## src/rtl/emblem_seq_ctrl.sv

```systemverilog
// Crest overlay sequencer: wipe-in, hold, blink, wipe-out on frame boundaries,
// plus a registered reveal-line mask on the emblem generator's rgb.
module emblem_seq_ctrl #(
    parameter int unsigned EMBLEM_Y0    = 144,
    parameter int unsigned EMBLEM_Y1    = 320,
    parameter int unsigned WIPE_STEP    = 4,
    parameter int unsigned HOLD_FRAMES  = 120,
    parameter int unsigned BLINK_FRAMES = 8,
    parameter int unsigned BLINK_COUNT  = 3
) (
    input  logic       clk,
    input  logic       rst_n,
    input  logic       frame_start,
    input  logic       start,
    input  logic       stop,
    input  logic [9:0] y,
    input  logic       de,
    input  logic [5:0] emblem_rgb,
    output logic       emblem_active,
    output logic [5:0] overlay_rgb,
    output logic [9:0] reveal_row,
    output logic       busy,
    output logic       done
);

    localparam int unsigned ROW_W   = 10;
    localparam int unsigned SUM_W   = ROW_W + 1;
    localparam int unsigned CNT_MAX = (HOLD_FRAMES > BLINK_FRAMES) ? HOLD_FRAMES : BLINK_FRAMES;
    localparam int unsigned CNT_W   = $clog2(CNT_MAX + 1);
    localparam int unsigned HALF_W  = $clog2(2 * BLINK_COUNT + 1);
    localparam logic [5:0]  TRANSPARENT = 6'b100001;

    typedef enum logic [2:0] {
        IDLE     = 3'd0,
        WIPE_IN  = 3'd1,
        HOLD     = 3'd2,
        BLINK    = 3'd3,
        WIPE_OUT = 3'd4
    } state_t;

    state_t              state, state_nxt;
    logic [CNT_W-1:0]    frame_cnt, cnt_nxt;
    logic [HALF_W-1:0]   half_cnt, half_nxt;
    logic                blink_on, blink_nxt;
    logic [ROW_W-1:0]    row_nxt, row_up, row_dn;
    logic [SUM_W-1:0]    row_sum;
    logic                done_nxt, active_nxt, busy_nxt;
    logic [5:0]          overlay_nxt;

    // Clamped reveal-line steps; the sum is one bit wider so it cannot wrap
    always_comb begin
        row_sum = {1'b0, reveal_row} + SUM_W'(WIPE_STEP);
        row_up  = (row_sum >= SUM_W'(EMBLEM_Y1)) ? ROW_W'(EMBLEM_Y1) : row_sum[ROW_W-1:0];
        row_dn  = (reveal_row < ROW_W'(EMBLEM_Y0 + WIPE_STEP)) ? ROW_W'(EMBLEM_Y0)
                                                               : reveal_row - ROW_W'(WIPE_STEP);
    end

    always_ff @(posedge clk or negedge rst_n) begin
        if (!rst_n) state <= IDLE;
        else        state <= state_nxt;
    end

    // Next state plus frame-synchronous line/counter/blink updates
    always_comb begin
        state_nxt = state;
        row_nxt   = reveal_row;
        cnt_nxt   = frame_cnt;
        half_nxt  = half_cnt;
        blink_nxt = blink_on;
        done_nxt  = 1'b0;
        unique case (state)
            IDLE: begin
                if (start && !stop) begin
                    state_nxt = WIPE_IN;
                    cnt_nxt   = '0;
                    half_nxt  = '0;
                    blink_nxt = 1'b1;
                end
            end
            WIPE_IN, HOLD, BLINK: begin
                if (stop) begin
                    state_nxt = WIPE_OUT;
                    cnt_nxt   = '0;
                    half_nxt  = '0;
                    blink_nxt = 1'b1;
                end else if (frame_start) begin
                    if (state == WIPE_IN) begin
                        if (reveal_row == ROW_W'(EMBLEM_Y1)) begin
                            state_nxt = HOLD;
                            cnt_nxt   = '0;
                        end else begin
                            row_nxt = row_up;
                        end
                    end else if (state == HOLD) begin
                        if (frame_cnt == CNT_W'(HOLD_FRAMES - 1)) begin
                            state_nxt = BLINK;
                            cnt_nxt   = '0;
                            half_nxt  = '0;
                            blink_nxt = 1'b0;
                        end else begin
                            cnt_nxt = frame_cnt + CNT_W'(1);
                        end
                    end else if (frame_cnt == CNT_W'(BLINK_FRAMES - 1)) begin
                        cnt_nxt = '0;
                        if (half_cnt == HALF_W'(2 * BLINK_COUNT - 1)) begin
                            state_nxt = WIPE_OUT;
                            blink_nxt = 1'b1;
                        end else begin
                            half_nxt  = half_cnt + HALF_W'(1);
                            blink_nxt = ~blink_on;
                        end
                    end else begin
                        cnt_nxt = frame_cnt + CNT_W'(1);
                    end
                end
            end
            WIPE_OUT: begin
                if (start) begin
                    state_nxt = WIPE_IN;
                    cnt_nxt   = '0;
                end else if (frame_start) begin
                    if (reveal_row == ROW_W'(EMBLEM_Y0)) begin
                        state_nxt = IDLE;
                        done_nxt  = 1'b1;
                    end else begin
                        row_nxt = row_dn;
                    end
                end
            end
            default: state_nxt = IDLE;
        endcase
    end

    // Output next values; active tracks the state/blink being entered
    always_comb begin
        busy_nxt    = 1'b0;
        active_nxt  = 1'b0;
        overlay_nxt = TRANSPARENT;
        busy_nxt    = (state_nxt != IDLE);
        active_nxt  = (state_nxt != IDLE) && blink_nxt;
        if (emblem_active && de && (y < reveal_row))
            overlay_nxt = emblem_rgb;
    end

    always_ff @(posedge clk or negedge rst_n) begin
        if (!rst_n) begin
            reveal_row    <= ROW_W'(EMBLEM_Y0);
            frame_cnt     <= '0;
            half_cnt      <= '0;
            blink_on      <= 1'b1;
            emblem_active <= 1'b0;
            overlay_rgb   <= TRANSPARENT;
            busy          <= 1'b0;
            done          <= 1'b0;
        end else begin
            reveal_row    <= row_nxt;
            frame_cnt     <= cnt_nxt;
            half_cnt      <= half_nxt;
            blink_on      <= blink_nxt;
            emblem_active <= active_nxt;
            overlay_rgb   <= overlay_nxt;
            busy          <= busy_nxt;
            done          <= done_nxt;
        end
    end

endmodule
```

## config.mk

```make
export PLATFORM = sky130hd
export DESIGN_NAME = emblem_seq_ctrl
export DESIGN_NICKNAME = d
export VERILOG_FILES = /design/src/rtl/emblem_seq_ctrl.sv
export SDC_FILE = /design/constraint.sdc
export NUM_CORES = 1
export LEC_CHECK = 0
export ABC_AREA = 1
export BUFFER_PORTS_ARGS = -buffer_cell sky130_fd_sc_hd__buf_2
export CORE_MARGIN = 2
export CORE_UTILIZATION = 60
export DETAILED_ROUTE_END_ITERATION = 12
export MAX_ROUTING_LAYER = met4
export PLACE_DENSITY = 0.85
export SLEW_MARGIN = 10
export SYNTH_ARGS = -nofsm -noshare
export SYNTH_HDL_FRONTEND = slang
export SYNTH_SLANG_ARGS = --single-unit
```

## constraint.sdc

```tcl
create_clock -name clk -period 2.9 [get_ports clk]
set_input_delay 0.58 -clock clk [delete_from_list [all_inputs] [get_ports clk]]
set_output_delay 0.58 -clock clk [all_outputs]
set_load 0.01 [all_outputs]
```

==> flow_metrics.env, run 1 <==
export IMPL_ios=41
export IMPL_switching_share_pct=49.4
export IMPL_ant_nets=0
export IMPL_stdcell_count=419
export IMPL_cp_end_kind="register"
export IMPL_crit_arrival_ns=2.33
export IMPL_avgSynthCellArea_um2=6.96
export IMPL_async_flop_share_pct=100
export IMPL_final_cell_mix="nand2_1, inv_1, buf_2"
export IMPL_cts_max_path_buffers=2
export IMPL_min_path_type="in -> async"
export IMPL_cts_sinks=31
export IMPL_rsz0062_at_grt="no"
export IMPL_skew_ns=0.00635
export IMPL_rows=22
export IMPL_tightest_slew_ns=0.677
export IMPL_drtPass1Iterations=4
export IMPL_hold_viol=0
export IMPL_cts_resized=0
export IMPL_irDropWorstVdd_uv=486
export IMPL_yosysUniqueCellTypes=32
export IMPL_clk_latency_ns=0.28
export IMPL_pwr_share_seq_pct=29.5
export IMPL_p_int_mw=1.13
export IMPL_numCtsBuffers=5
export IMPL_leakage_nw=1.39
export IMPL_synth_edf_count=0
export IMPL_relSlewSlack_pct=54.9
export IMPL_crit_required_ns=3.11
export IMPL_layout_commonest_cell="nand2_1"
export IMPL_grt_max_degree=32
export IMPL_wirelength_um=4910
export IMPL_clkSlewWorstSetupHoldPaths_ns=0.08
export IMPL_drt_iter0_markers=155
export IMPL_synthFlopType="dfrtp_1"
export IMPL_dp_hpwl_um=3850
export IMPL_drc=0
export IMPL_cts_tree="yes"
export IMPL_drt_wirelength_per_cell_um=11.7
export IMPL_grt_util_all_layers_pct=26.2
export IMPL_clock_fmax_ghz=0.472
export IMPL_timing_setup_tns_ns=0
export IMPL_clockRootBuffer="clkbuf_8"
export IMPL_status="complete, no violations"
export IMPL_setup_viol=0
export IMPL_netlist_area_um2=2310
export IMPL_grt_pass1_wl_um=8600
export IMPL_crit_top_cell="a21oi_1"
export IMPL_path_class="reg -> reg"
export IMPL_grt_pass1_vias=2012
export IMPL_dieWidth_um=66.1
export IMPL_pwr_share_clk_pct=15.8
export IMPL_cts_setup_buffers=0
export IMPL_cap_violations=0
export IMPL_fp_dieH_um=66.1
export IMPL_crit_buf_inv=1
export IMPL_gp_congestion=0.976
export IMPL_syn_to_final_growth_pct=12.5
export IMPL_num_vias=2170
export IMPL_cp_slowest_cell="dfstp_2"
export IMPL_ys_ff_latch=31
export IMPL_io_buffer_count=36
export IMPL_finalInstanceArea_um2=2600
export IMPL_synthCells=332
export IMPL_layout_drive_gt1_share_pct=21.0
export IMPL_finalMaxSlewViolations=0
export IMPL_crit_family="flip-flops"
export IMPL_diodes=0
export IMPL_globalRouteOverflowTotal=0
export IMPL_worstPathCellList="inv_1, ha_1, a21oi_1, o21ai_0, a21oi_1, nand4_1, or2_2"
export IMPL_nets=406
export IMPL_combPwrFrac_pct=54.6
export IMPL_min_period_ns=2.12
export IMPL_initial_core_util_pct=62.7
export IMPL_worstSetupStartpoint="reveal_row[7]"
export IMPL_antenna_found_initial=0
export IMPL_p_per_area_nw_per_um2=856
export IMPL_cts_hold_buf=0
export IMPL_fin_crit_sh_pct=73.1
export IMPL_fill_cells=319
export IMPL_core_area_um2=3690
export IMPL_r2r_start="reveal_row[7]"
export IMPL_htree_levels=2
export IMPL_startpoint_type="register"
export IMPL_switchingPower_mw=1.10
export IMPL_die_area_um2=4370
export IMPL_max_stage_delay_ns=0.66
export IMPL_dp_cells=411
export IMPL_ys_seq_area_share_pct=33.8
export IMPL_routed_via_density=5.18
export IMPL_crit_path_max_fanout=10
export IMPL_yosys_warnings=0
export IMPL_placed_cell_area_um2=2510
-- state kept, by name (all words and copies together), names as in the netlist --
| signal | count |
|---|---|
| frame_cnt | 7 |
| half_cnt | 3 |
| blink_on | 1 |
| overlay_rgb | 6 |
| state | 3 |
| emblem_active | 1 |
| reveal_row | 8 |
| busy | 1 |
| done | 1 |
-- routing by layer --
| layer | routed length, um | part of all wire (%) | GRT usage (%) | vias up |
|---|---|---|---|---|
| li1 | - | - | - | 1133 |
| met1 | 2370 | 48 | 35.6 | 967 |
| met2 | 2240 | 46 | 40.8 | 66 |
| met3 | 269 | 5.5 | 4.60 | 4 |
| met4 | 31 | 0.63 | 6.89 | 0 |
| met5 | 0 | 0 | - | - |
-- cells in the mapped netlist (2+ instances only) --
cell type	number	area (um^2)
a21oi_1	23	115
a22oi_1	4	30.0
buf_2	2	10.0
buf_4	2	15.0
buf_6	2	22.5
dfrtp_1	26	651
dfstp_2	5	131
ha_1	14	175
inv_1	46	173
inv_2	9	33.8
nand2_1	76	285
nand2_2	6	37.5
nand2_4	2	22.5
nand3_1	30	150
nand4_1	5	31.3
nor2_1	34	128
nor2_2	4	25.0
nor2_4	3	33.8
nor3_1	7	35.0
o21ai_0	13	65.1
o21ai_1	4	20.0
or2_1	2	12.5
or2_2	2	12.5
xor2_1	3	26.3
-- cell families after synthesis --
kind of cell             after synthesis  share of synthesized area (%)
AND/OR/NAND/NOR                      173                           34.6
buffers and inverters                 61                           11.0
AO/OA/AOI/OAI                         48                           11.3
flip-flops                            31                           33.8
adder cells (fa/ha/maj)               14                           7.58
XOR/XNOR                               4                           1.52
other                                  1                          0.162
-- cell type report --
| cell class | instances | area [um^2] | share of cell area, % |
|---|---|---|---|
| Clock buffer | 5 | 68.8 | 2.65 |
| Clock inverter | 3 | 23.8 | 0.914 |
| Inverter | 55 | 206 | 7.94 |
| Multi-Input combinational cell | 241 | 1280 | 49.2 |
| Sequential cell | 31 | 782 | 30.1 |
| Tap cell | 48 | 60.1 | 2.31 |
| Timing Repair Buffer | 36 | 180 | 6.93 |
-- path summary, 6_finish.rpt --
kind                            cells after the start             end  slack [ns]
worst max-delay path                                7  overlay_rgb[5]        0.78
worst min-delay path                                1   reveal_row[5]        0.32
worst max register to register                      7  overlay_rgb[5]        0.78
worst min register to register                      1     half_cnt[0]        0.52
max in group asynchronous                           1    frame_cnt[3]        2.13
min in group clk                                    2  overlay_rgb[5]        0.49
-- power groups by stage --
stage / combinational [mW] / sequential (mW) / clock [mW]
final: 1.22 / 0.658 / 0.353
after global routing: 1.38 / 0.674 / 0.382
after CTS: 1.21 / 0.657 / 0.362
after detailed placement: 1.20 / 0.664 / 0
after global placement: 1.18 / 0.664 / 0
after floorplan: 0.980 / 0.649 / 0
-- stage by stage --
stage	utilization (%)	hold slack [ns]	total power [mW]	worst slack (ns)
final	70.5	0.324	2.23	0.779
after global routing	70.5	0.398	2.44	0.617
after CTS	70.5	0.362	2.23	0.798
after detailed placement	68.0	0.517	1.86	0.818
after global placement	68.0	0.503	1.84	0.846
after floorplan	-	0.284	1.63	0.969
-- worst reg2reg max path: stages, from the launching register on --
cell	delay, ns
dfstp_2	0.66
inv_1	0.12
ha_1	0.30
a21oi_1	0.12
o21ai_0	0.13
a21oi_1	0.16
nand4_1	0.22
or2_2	0.35
Note: power is estimated with default switching activity, not from simulation.
==> run 2, diff against run 1 <==
--- a/config.mk
+++ b/config.mk
@@ -8,10 +8,10 @@
 export ABC_AREA = 1
 export BUFFER_PORTS_ARGS = -buffer_cell sky130_fd_sc_hd__buf_2
 export CORE_MARGIN = 2
-export CORE_UTILIZATION = 60
+export CORE_UTILIZATION = 51
 export DETAILED_ROUTE_END_ITERATION = 12
 export MAX_ROUTING_LAYER = met4
-export PLACE_DENSITY = 0.85
+export PLACE_DENSITY = 0.77
 export SLEW_MARGIN = 10
 export SYNTH_ARGS = -nofsm -noshare
 export SYNTH_HDL_FRONTEND = slang
==> constraint.sdc (replaced) <==
create_clock -name clk -period 1.8 [get_ports clk]
set_input_delay 0.36 -clock clk [delete_from_list [all_inputs] [get_ports clk]]
set_output_delay 0.36 -clock clk [all_outputs]
set_load 0.01 [all_outputs]
==> flow_metrics.env, run 2 (synthesis results as in run 1) <==
export IMPL_dieWidth_um=71.3
export IMPL_clock_fmax_ghz=0.581
export IMPL_fin_crit_sh_pct=95.5
export IMPL_switching_share_pct=44.5
export IMPL_use_met3_pct=4.64
export IMPL_die_area_um2=5090
export IMPL_regMostFlops="reveal_row"
export IMPL_grt_util_all_layers_pct=23.1
export IMPL_core_area_um2=4350
export IMPL_leakage_nw=1.51
export IMPL_regArea_um2=782
export IMPL_layout_commonest_cell="nand2_1"
export IMPL_grt_busiest_layer="met2"
export IMPL_p_int_mw=2.38
export IMPL_numCtsBuffers=5
export IMPL_crit_buf_inv=2
export IMPL_hold_viol=0
export IMPL_grt_pass1_wl_um=9100
export IMPL_drt_iter0_markers=176
export IMPL_num_vias=2283
export IMPL_clk_latency_ns=0.29
export IMPL_clockRootBuffer="clkbuf_8"
export IMPL_multi_input_area_um2=1370
export IMPL_layout_drive_gt1_share_pct=30.6
export IMPL_cts_tree="yes"
export IMPL_grt_max_degree=32
export IMPL_globalRouteOverflowTotal=0
export IMPL_switchingPower_mw=1.91
export IMPL_dp_hpwl_um=4130
export IMPL_setup_viol=0
export IMPL_rsz0062_at_grt="yes"
export IMPL_crit_top_cell="nand2_2"
export IMPL_min_path_type="in -> async"
export IMPL_skew_ns=0.00704
export IMPL_wirelength_um=5350
export IMPL_irDropWorstVdd_uv=727
export IMPL_largest_register_ffs=8
export IMPL_crit_family="simple AND/OR/NAND/NOR gates"
export IMPL_crit_path_max_fanout=5
export IMPL_path_class="reg -> reg"
export IMPL_ant_nets=0
export IMPL_worstPathCellList="buf_6, nand4_1, or2_1, nand2_1, inv_1, nand2_2, nand2_2, nand2_2, nand2_1, o21ai_1"
export IMPL_r2r_start="reveal_row[4]"
export IMPL_htree_levels=2
export IMPL_grt_pass1_vias=2055
export IMPL_startpoint_type="register"
export IMPL_ios=41
export IMPL_grt_util_met2_pct=35.1
export IMPL_drtPass1Iterations=4
export IMPL_fp_dieH_um=71.3
export IMPL_r2r_end="reveal_row[2]"
export IMPL_status="complete, no violations"
export IMPL_finalInstanceArea_um2=2900
export IMPL_finalPower_mw=4.30
export IMPL_fill_cells=385
export IMPL_tightest_slew_ns=0.703
export IMPL_max_stage_delay_ns=0.56
export IMPL_clkSlewWorstSetupHoldPaths_ns=0.07
export IMPL_diodes=0
export IMPL_placed_cell_area_um2=2670
export IMPL_use_met1_pct=31.5
export IMPL_antenna_found_initial=0
export IMPL_pwr_share_seq_pct=22.6
export IMPL_stdcell_count=444
export IMPL_reg2regPathDepth=10
export IMPL_dp_cells=434
export IMPL_crit_arrival_ns=1.94
export IMPL_cap_violations=0
export IMPL_rrSetupSlack_ns=0.08
export IMPL_cts_sinks=31
export IMPL_drt_wirelength_per_cell_um=12.0
export IMPL_cts_max_path_buffers=2
export IMPL_syn_to_final_growth_pct=25.5
export IMPL_pwr_share_clk_pct=19.4
export IMPL_drc=0
export IMPL_reg_largest_list="reveal_row: 8 flops, frame_cnt: 7 flops, overlay_rgb: 6 flops"
export IMPL_p_per_area_nw_per_um2=1480
export IMPL_final_cell_mix="nand2_1, inv_1, buf_2"
export IMPL_combPwrFrac_pct=58.1
export IMPL_initial_core_util_pct=53.1
export IMPL_cp_slowest_cell="dfstp_2"
export IMPL_nets=427
export IMPL_routed_via_density=5.14
export IMPL_rows=24
export IMPL_io_buffer_count=36
export IMPL_cp_end_kind="register"
export IMPL_min_period_ns=1.72
export IMPL_timing_setup_tns_ns=0
export IMPL_gp_congestion=0.915
export IMPL_relSlewSlack_pct=53.2
export IMPL_finalMaxSlewViolations=0
export IMPL_crit_required_ns=2.02
[run 2: cell type report]
class | instances | share of cell area, %
well taps | 52 | 2.24
clock inverters | 3 | 2.33
repair buffers | 57 | 11.7
multi-input cells | 241 | 47.3
flip-flops and latches | 31 | 27.0
inverters | 55 | 7.12
clock buffers | 5 | 2.37
[run 2: worst reg2reg max path: stages, from the launching register on]
cell     delay, ns
dfstp_2       0.56
buf_6         0.12
nand4_1       0.17
or2_1         0.29
nand2_1       0.09
inv_1         0.05
nand2_2       0.10
nand2_2       0.07
nand2_2       0.08
nand2_1       0.06
o21ai_1       0.07
[run 2: per-stage QoR]
stage | hold slack, ns | setup slack, ns | util [%]
floorplan | 0.0644 | 0.00276 | -
global placement | 0.444 | 0.0320 | 61.4
detailed placement | 0.465 | -0.00464 | 61.4
global route | 0.189 | -0.0737 | 66.6
finish | 0.117 | 0.0803 | 66.6
CTS | 0.148 | 0.00887 | 64.6
[run 2: what timing repair did]
action / CTS / global route
buffers inserted: 0 / 1
cloned: 0 / 1
pin swaps: 0 / 8
endpoints found under the setup margin: 1 / 20
hold buffers: 0 / 0
resized for setup: 1 / 23
[run 2: worst max path at each step]
stage | start | to | slack (ns) | cells past startpoint
finish | reveal_row[4] | reveal_row[2] | 0.08 | 10
floorplan | reveal_row[4] | overlay_rgb[0] | 0.003 | 8
CTS | reveal_row[3] | reveal_row[8] | 0.009 | 11
detailed placement | y[9] | overlay_rgb[0] | -0.005 | 7
global route | reveal_row[3] | reveal_row[2] | -0.07 | 11
global placement | y[9] | overlay_rgb[0] | 0.03 | 7
[run 2: routing by layer]
layer / share of wire (%) / up-vias
met5: 0 / -
met4: 1.3 / 0
met3: 5.4 / 6
met2: 45 / 65
met1: 48 / 1031
li1: - / 1181
[run 2: power groups by stage]
stage	sequential (mW)	clock, mW	combinational, mW
5_1_grt	0.986	0.875	2.80
3_3_place_gp	0.971	0	2.27
6_report	0.970	0.833	2.49
4_1_cts	0.966	0.856	2.32
2_1_floorplan	1.05	0	1.61
3_5_place_dp	0.978	0	2.31
